--- src/rtl/branch_hazard_ctrl_if.sv ---
// Bundle between the ID/EX pipeline stages and the branch/hazard controller.
// Inputs come from the pipeline; outputs steer PC selection, stall and flush.
interface branch_hazard_ctrl_if #(
  parameter int CNTW = 16
);
  logic            id_valid;
  logic [4:0]      id_opCode;
  logic            ex_flagWr;
  logic            alu_Cout;
  logic            alu_Zout;
  logic            pcSrc;
  logic            flush;
  logic            stall;
  logic            bubble;
  logic            brTaken;
  logic            C_reg;
  logic            Z_reg;
  logic [CNTW-1:0] br_total;
  logic [CNTW-1:0] br_taken;

  modport slave (
    input  id_valid, id_opCode, ex_flagWr, alu_Cout, alu_Zout,
    output pcSrc, flush, stall, bubble, brTaken, C_reg, Z_reg, br_total, br_taken
  );

  modport master (
    output id_valid, id_opCode, ex_flagWr, alu_Cout, alu_Zout,
    input  pcSrc, flush, stall, bubble, brTaken, C_reg, Z_reg, br_total, br_taken
  );
endinterface

--- src/rtl/branch_hazard_ctrl.sv ---
// Resolves conditional branches in ID against the architectural C/Z flags,
// stalls one cycle on a flag hazard and flushes IF/ID after taken branches.
//
//   state | meaning
//   RUN   | normal issue; branches resolve in their ID cycle
//   HOLD  | one-cycle stall while EX writes the flags the branch needs
//   FLUSH | extra flush cycles after a taken branch; ID contents ignored
module branch_hazard_ctrl #(
  parameter int FLUSH_CYCLES = 1,
  parameter int CNTW         = 16
) (
  input logic                 clk,
  input logic                 rst,
  branch_hazard_ctrl_if.slave bus
);

  typedef enum logic [1:0] {RUN, HOLD, FLUSH} state_e;

  state_e          state_q, state_d;
  logic [2:0]      cnt_q, cnt_d;
  logic            c_q, z_q;
  logic [CNTW-1:0] tot_q, tkn_q;

  logic is_br;
  logic cond;
  logic resolve;
  logic pc_src, flush, stall, bubble, br_taken;

  assign is_br = bus.id_valid & (bus.id_opCode[4:2] == 3'b101);

  always_comb begin
    cond = 1'b0;
    unique case (bus.id_opCode[1:0])
      2'b00: cond = z_q;
      2'b01: cond = ~z_q;
      2'b10: cond = c_q;
      2'b11: cond = ~c_q;
      default: cond = 1'b0;
    endcase
  end

  always_comb begin
    state_d  = state_q;
    cnt_d    = cnt_q;
    resolve  = 1'b0;
    pc_src   = 1'b0;
    flush    = 1'b0;
    stall    = 1'b0;
    bubble   = 1'b0;
    br_taken = 1'b0;

    if (rst) begin
      unique case (state_q)
        RUN: begin
          if (is_br && bus.ex_flagWr) begin
            stall   = 1'b1;
            bubble  = 1'b1;
            state_d = HOLD;
          end else begin
            resolve = is_br;
          end
        end
        HOLD: begin
          // EX now holds the bubble, so the flags are settled
          resolve = is_br;
          state_d = RUN;
        end
        FLUSH: begin
          flush = 1'b1;
          cnt_d = cnt_q - 3'd1;
          if (cnt_q <= 3'd1) state_d = RUN;
        end
        default: state_d = RUN;
      endcase

      if (resolve) begin
        br_taken = cond;
        pc_src   = cond;
        flush    = cond;
        if (cond && (FLUSH_CYCLES > 1)) begin
          cnt_d   = 3'(FLUSH_CYCLES - 1);
          state_d = FLUSH;
        end
      end
    end
  end

  always_ff @(posedge clk) begin
    if (!rst) begin
      state_q <= RUN;
      cnt_q   <= '0;
      c_q     <= 1'b0;
      z_q     <= 1'b0;
      tot_q   <= '0;
      tkn_q   <= '0;
    end else begin
      state_q <= state_d;
      cnt_q   <= cnt_d;
      if (bus.ex_flagWr) begin
        c_q <= bus.alu_Cout;
        z_q <= bus.alu_Zout;
      end
      if (resolve) begin
        tot_q <= tot_q + 1'b1;
        if (cond) tkn_q <= tkn_q + 1'b1;
      end
    end
  end

  assign bus.pcSrc    = pc_src;
  assign bus.flush    = flush;
  assign bus.stall    = stall;
  assign bus.bubble   = bubble;
  assign bus.brTaken  = br_taken;
  assign bus.C_reg    = c_q;
  assign bus.Z_reg    = z_q;
  assign bus.br_total = tot_q;
  assign bus.br_taken = tkn_q;

endmodule

--- src/flat_wrapper.sv ---
// flat-port wrapper written by rule: the top's interface ports become plain ports
module branch_hazard_ctrl_flat 
#(
  parameter int FLUSH_CYCLES = 1,
  parameter int CNTW         = 16
)
  (clk, rst, bus_id_valid, bus_id_opCode, bus_ex_flagWr, bus_alu_Cout, bus_alu_Zout, bus_pcSrc, bus_flush, bus_stall, bus_bubble, bus_brTaken, bus_C_reg, bus_Z_reg, bus_br_total, bus_br_taken);
  branch_hazard_ctrl_if #(.CNTW(CNTW)) bus_i ();
  input logic clk;
  input logic rst;
  input wire logic [$bits(bus_i.id_valid)-1:0] bus_id_valid;
  input wire logic [$bits(bus_i.id_opCode)-1:0] bus_id_opCode;
  input wire logic [$bits(bus_i.ex_flagWr)-1:0] bus_ex_flagWr;
  input wire logic [$bits(bus_i.alu_Cout)-1:0] bus_alu_Cout;
  input wire logic [$bits(bus_i.alu_Zout)-1:0] bus_alu_Zout;
  output wire logic [$bits(bus_i.pcSrc)-1:0] bus_pcSrc;
  output wire logic [$bits(bus_i.flush)-1:0] bus_flush;
  output wire logic [$bits(bus_i.stall)-1:0] bus_stall;
  output wire logic [$bits(bus_i.bubble)-1:0] bus_bubble;
  output wire logic [$bits(bus_i.brTaken)-1:0] bus_brTaken;
  output wire logic [$bits(bus_i.C_reg)-1:0] bus_C_reg;
  output wire logic [$bits(bus_i.Z_reg)-1:0] bus_Z_reg;
  output wire logic [$bits(bus_i.br_total)-1:0] bus_br_total;
  output wire logic [$bits(bus_i.br_taken)-1:0] bus_br_taken;
  assign bus_i.id_valid = bus_id_valid;
  assign bus_i.id_opCode = bus_id_opCode;
  assign bus_i.ex_flagWr = bus_ex_flagWr;
  assign bus_i.alu_Cout = bus_alu_Cout;
  assign bus_i.alu_Zout = bus_alu_Zout;
  assign bus_pcSrc = bus_i.pcSrc;
  assign bus_flush = bus_i.flush;
  assign bus_stall = bus_i.stall;
  assign bus_bubble = bus_i.bubble;
  assign bus_brTaken = bus_i.brTaken;
  assign bus_C_reg = bus_i.C_reg;
  assign bus_Z_reg = bus_i.Z_reg;
  assign bus_br_total = bus_i.br_total;
  assign bus_br_taken = bus_i.br_taken;
  branch_hazard_ctrl #(.FLUSH_CYCLES(FLUSH_CYCLES), .CNTW(CNTW)) u_core (.clk(clk), .rst(rst), .bus(bus_i));
endmodule
--- config.mk ---
export PLATFORM = sky130hd
export DESIGN_NAME = branch_hazard_ctrl_flat
export DESIGN_NICKNAME = d
export VERILOG_FILES = /design/src/rtl/branch_hazard_ctrl_if.sv /design/src/rtl/branch_hazard_ctrl.sv /design/src/flat_wrapper.sv
export SDC_FILE = /design/constraint.sdc
export NUM_CORES = 1
export LEC_CHECK = 0
export ABC_AREA = 1
export CAP_MARGIN = 20
export CORE_MARGIN = 5
export CORE_UTILIZATION = 46
export CTS_BUF_LIST = sky130_fd_sc_hd__clkbuf_2
export DETAILED_ROUTE_END_ITERATION = 7
export PLACE_DENSITY = 0.79
export SKIP_LAST_GASP = 1
export SLEW_MARGIN = 10
export SYNTH_ARGS = -nofsm -noshare
export SYNTH_HDL_FRONTEND = slang
export SYNTH_SLANG_ARGS = --single-unit
--- constraint.sdc ---
create_clock -name clk -period 1.3 [get_ports clk]
set_clock_uncertainty 0.15 [all_clocks]
set_input_delay 0.26 -clock clk [delete_from_list [all_inputs] [get_ports clk]]
set_output_delay 0.26 -clock clk [all_outputs]
set_load 0.03 [all_outputs]
==> results.yml, run 1 <==
setup_path:
  r2r_end: "u_core.bus.br_taken[13]"
  critPathSlowestCell: "o21ai_1"
  critPathMaxStageDelay_ns: 0.52
  startpoint_type: "flip-flop"
  criticalPathCategory: "reg -> reg"
  r2r_slack_ns: -0.89
  path_common_cell: "nand2_1"
  path_cells: "buf_4, nand2_1, nor2_1, nand2_1, o21ai_1, nand2_1, nand2_2, a21oi_1"
  worst_ep_required_time_ns: 1.51
  reg2regPathDepth: 8
  crit_arrival_ns: 2.40
  cp_max_fo: 3
  timing.rr.start: "u_core.bus.br_taken[3]"
  cp-end-kind: "flip-flop"
cells_and_area:
  syn2layout_area_growth_pct: 102.7
  utilization: 0.9726
  multiInputGateArea_sq_um: 1414
  fin_nets: 469
  fillCellCount: 65
  diodes: 0
  seq_area_sq_um: 812.0
  drive_gt1_frac: 0.5821
drt:
  first_pass_iters: 8
  vias_per_cell: 6.769
  drc: 17
  vias: 3432
  detail-route-antenna-nets: 0
  wl_per_cell_um: 26.74
  wl_um: 13560
  first_iter_violations: 702
placement:
  dp_slack_ns: -0.6341
  gp_congestion: 0.8255
  hpwl_um: 4151
  port_buffers: 49
logic_synthesis:
  ys_ff_latch: 35
  synth_nets: 313
  postSynthCellCount: 300
  yosysSeqAreaShare: 0.3599
  synth.avg_cell_area_sq_um: 6.490
  netlist_area_sq_um: 1947
  yosys_warnings: 0
  synth_cell_type_count: 29
run_status:
  outcome: "finished with violations"
  violations: "design-rule violations, negative setup slack"
power:
  peakVddDrop_mv: 0.8108
  leakagePower_nw: 1.751
  power.total_w: 0.001865
  powerDensity_nw_per_um2: 472.7
timing:
  worst_pin_slew_ns: 0.5448
  finalCritPeriodShare: 1.683
  setup_ws_ns: -0.8884
  timing.fmax_mhz: 457.0
  maxSlewHeadroom: 0.6368
  drv_slew: 0
  setup_viol: 72
  period_minus_slack_ns: 2.188
  rsz0062_at_grt: "true"
  whs_ns: 0.1088
  hold_viol: 0
cts:
  cts-root-buf: "clkbuf_2"
  cts_buffer_depth: 2
  htreeDepth: 2
  cts-hold-fix-buffers: 0
  path_clk_slew_ns: 0.21
  numCtsBuffers: 5
  cts_tree: "done"
  cts.sinks: 35
  clkLatencyLatePin_ns: 0.46
worst_hold_path:
  hold_start: "bus_id_opCode[2]"
  min_to: "u_core.state_q[0]"
  hp-class: "in -> reg"
  min_path_cells: 3
flow_run:
  drv_cap: 0
global_routing:
  first_global_vias: 2839
  grt_max_degree: 14
  grt_overflow: 0
  antenna_found_initial: 1
  gr-usage-all-layers: 0.3305
  grt_pass1_wl_um: 14070
floorplan:
  initial_utilization: 0.4798
  dieArea_sq_um: 5633
  dieHeight_um: 75.06
  ioPinCount: 50
  core_sq_um: 4058
  rows: 23
  die_w_um: 75.06
synth_stat cells (all sizes together):
master | number | area [sq um]
dfxtp | 35 | 700.7
nand2 | 94 | 360.3
buf | 8 | 58.80
nor4 | 2 | 12.51
xor2 | 4 | 35.03
nor3 | 4 | 25.02
xnor2 | 3 | 26.28
ha | 2 | 25.02
inv | 30 | 112.6
and2 | 1 | 6.260
a31oi | 2 | 12.51
nand4 | 8 | 50.05
a21oi | 22 | 121.4
clkinv | 1 | 3.750
o21ai | 9 | 45.04
nand3b | 1 | 7.510
nand3 | 22 | 122.6
nor2 | 52 | 221.5
cell usage in the layout (no fill, tap or decap), drive strengths merged, types with 3 or more instances in the layout:
cell type      instances
buf                  146
nand2                 94
nor2                  52
dfxtp                 35
inv                   30
a21oi                 22
nand3                 22
o21ai                  9
nand4                  8
clkbuf                 6
dlygate4sd2            5
clkdlybuf4s50          4
xor2                   4
clkinv                 4
nor3                   4
xnor2                  3
metrics by stage:
step | setup TNS, ns | cell area [sq um] | cells
CTS | -8.242 | 3699 | 497
global route | -22.36 | 3946 | 507
floorplan | -1.093 | 2206 | 300
finish | -20.12 | 3946 | 507
global placement | -19.28 | 2914 | 435
detailed placement | -20.94 | 2914 | 435
worst max-delay path, delay by kind of cell, from the launching register on:
| kind | cells | cell delay [ns] |
|---|---|---|
| flip-flops | 1 | 0.41 |
| buffers and inverters | 1 | 0.13 |
| AO/OA/AOI/OAI | 2 | 0.59 |
| AND/OR/NAND/NOR | 5 | 0.83 |
layer usage:
layer,vias to the layer above,track usage,wire length [um],part of all wire
met3,200,0.08812,2139,0.16
li1,1268,-,-,-
met5,-,0,0,0
met2,442,0.5658,5791,0.43
met1,1522,0.3761,4237,0.31
met4,0,0.1680,1386,0.10
worst max path at each step:
stage	slack [ns]	cells after the start	to	from
detailed placement	-0.63	9	u_core.bus.br_taken[10]	bus_id_valid
global placement	-0.58	9	u_core.bus.br_taken[10]	bus_id_opCode[2]
global route	-0.81	8	u_core.bus.br_taken[13]	u_core.bus.br_taken[3]
floorplan	-0.24	4	bus_stall	u_core.state_q[0]
CTS	-0.49	4	bus_stall	u_core.state_q[0]
finish	-0.89	8	u_core.bus.br_taken[13]	u_core.bus.br_taken[3]
power breakdown:
part	switching (W)	internal [W]	total [W]
logic	0.000141	0.000106	0.000248
clock network	0.000462	0.000123	0.000585
registers	0.00000546	0.00103	0.00103
total	0.000609	0.00126	0.00187
cells by family (layout without fill, tap and decap cells):
logic type,after synthesis,count (layout),share of synthesized area
AO/OA/AOI/OAI,33,33,0.09190
XOR/XNOR,7,7,0.03149
adder cells (fa/ha/maj),2,2,0.01285
buffers and inverters,39,196,0.08997
flip-flops,35,35,0.3599
AND/OR/NAND/NOR,184,184,0.4139
area by class of cell:
type	instances	area share
multi-input cells	226	0.3583
clock buffers	5	0.006341
flip-flops and latches	35	0.2058
well taps	50	0.01585
repair buffers	157	0.3754
clock inverters	3	0.003805
inverters	31	0.03456
repair_timing:
item,CTS,global route
gates cloned,0,1
gates resized for setup,106,48
endpoints found under the setup margin,71,72
pin swaps,18,25
buffers inserted,56,13
Note: power is estimated with default switching activity, not from simulation.
==> run 2, diff against run 1 <==
--- a/config.mk
+++ b/config.mk
@@ -6,11 +6,11 @@
 export NUM_CORES = 1
 export LEC_CHECK = 0
 export ABC_AREA = 1
-export CAP_MARGIN = 20
 export CORE_MARGIN = 5
 export CORE_UTILIZATION = 46
 export CTS_BUF_LIST = sky130_fd_sc_hd__clkbuf_2
 export DETAILED_ROUTE_END_ITERATION = 7
+export GPL_ROUTABILITY_DRIVEN = 0
 export PLACE_DENSITY = 0.79
 export SKIP_LAST_GASP = 1
 export SLEW_MARGIN = 10
==> results of run 2 <==
Same layout as run 1: the final DEF is identical, and so are final timing and power.
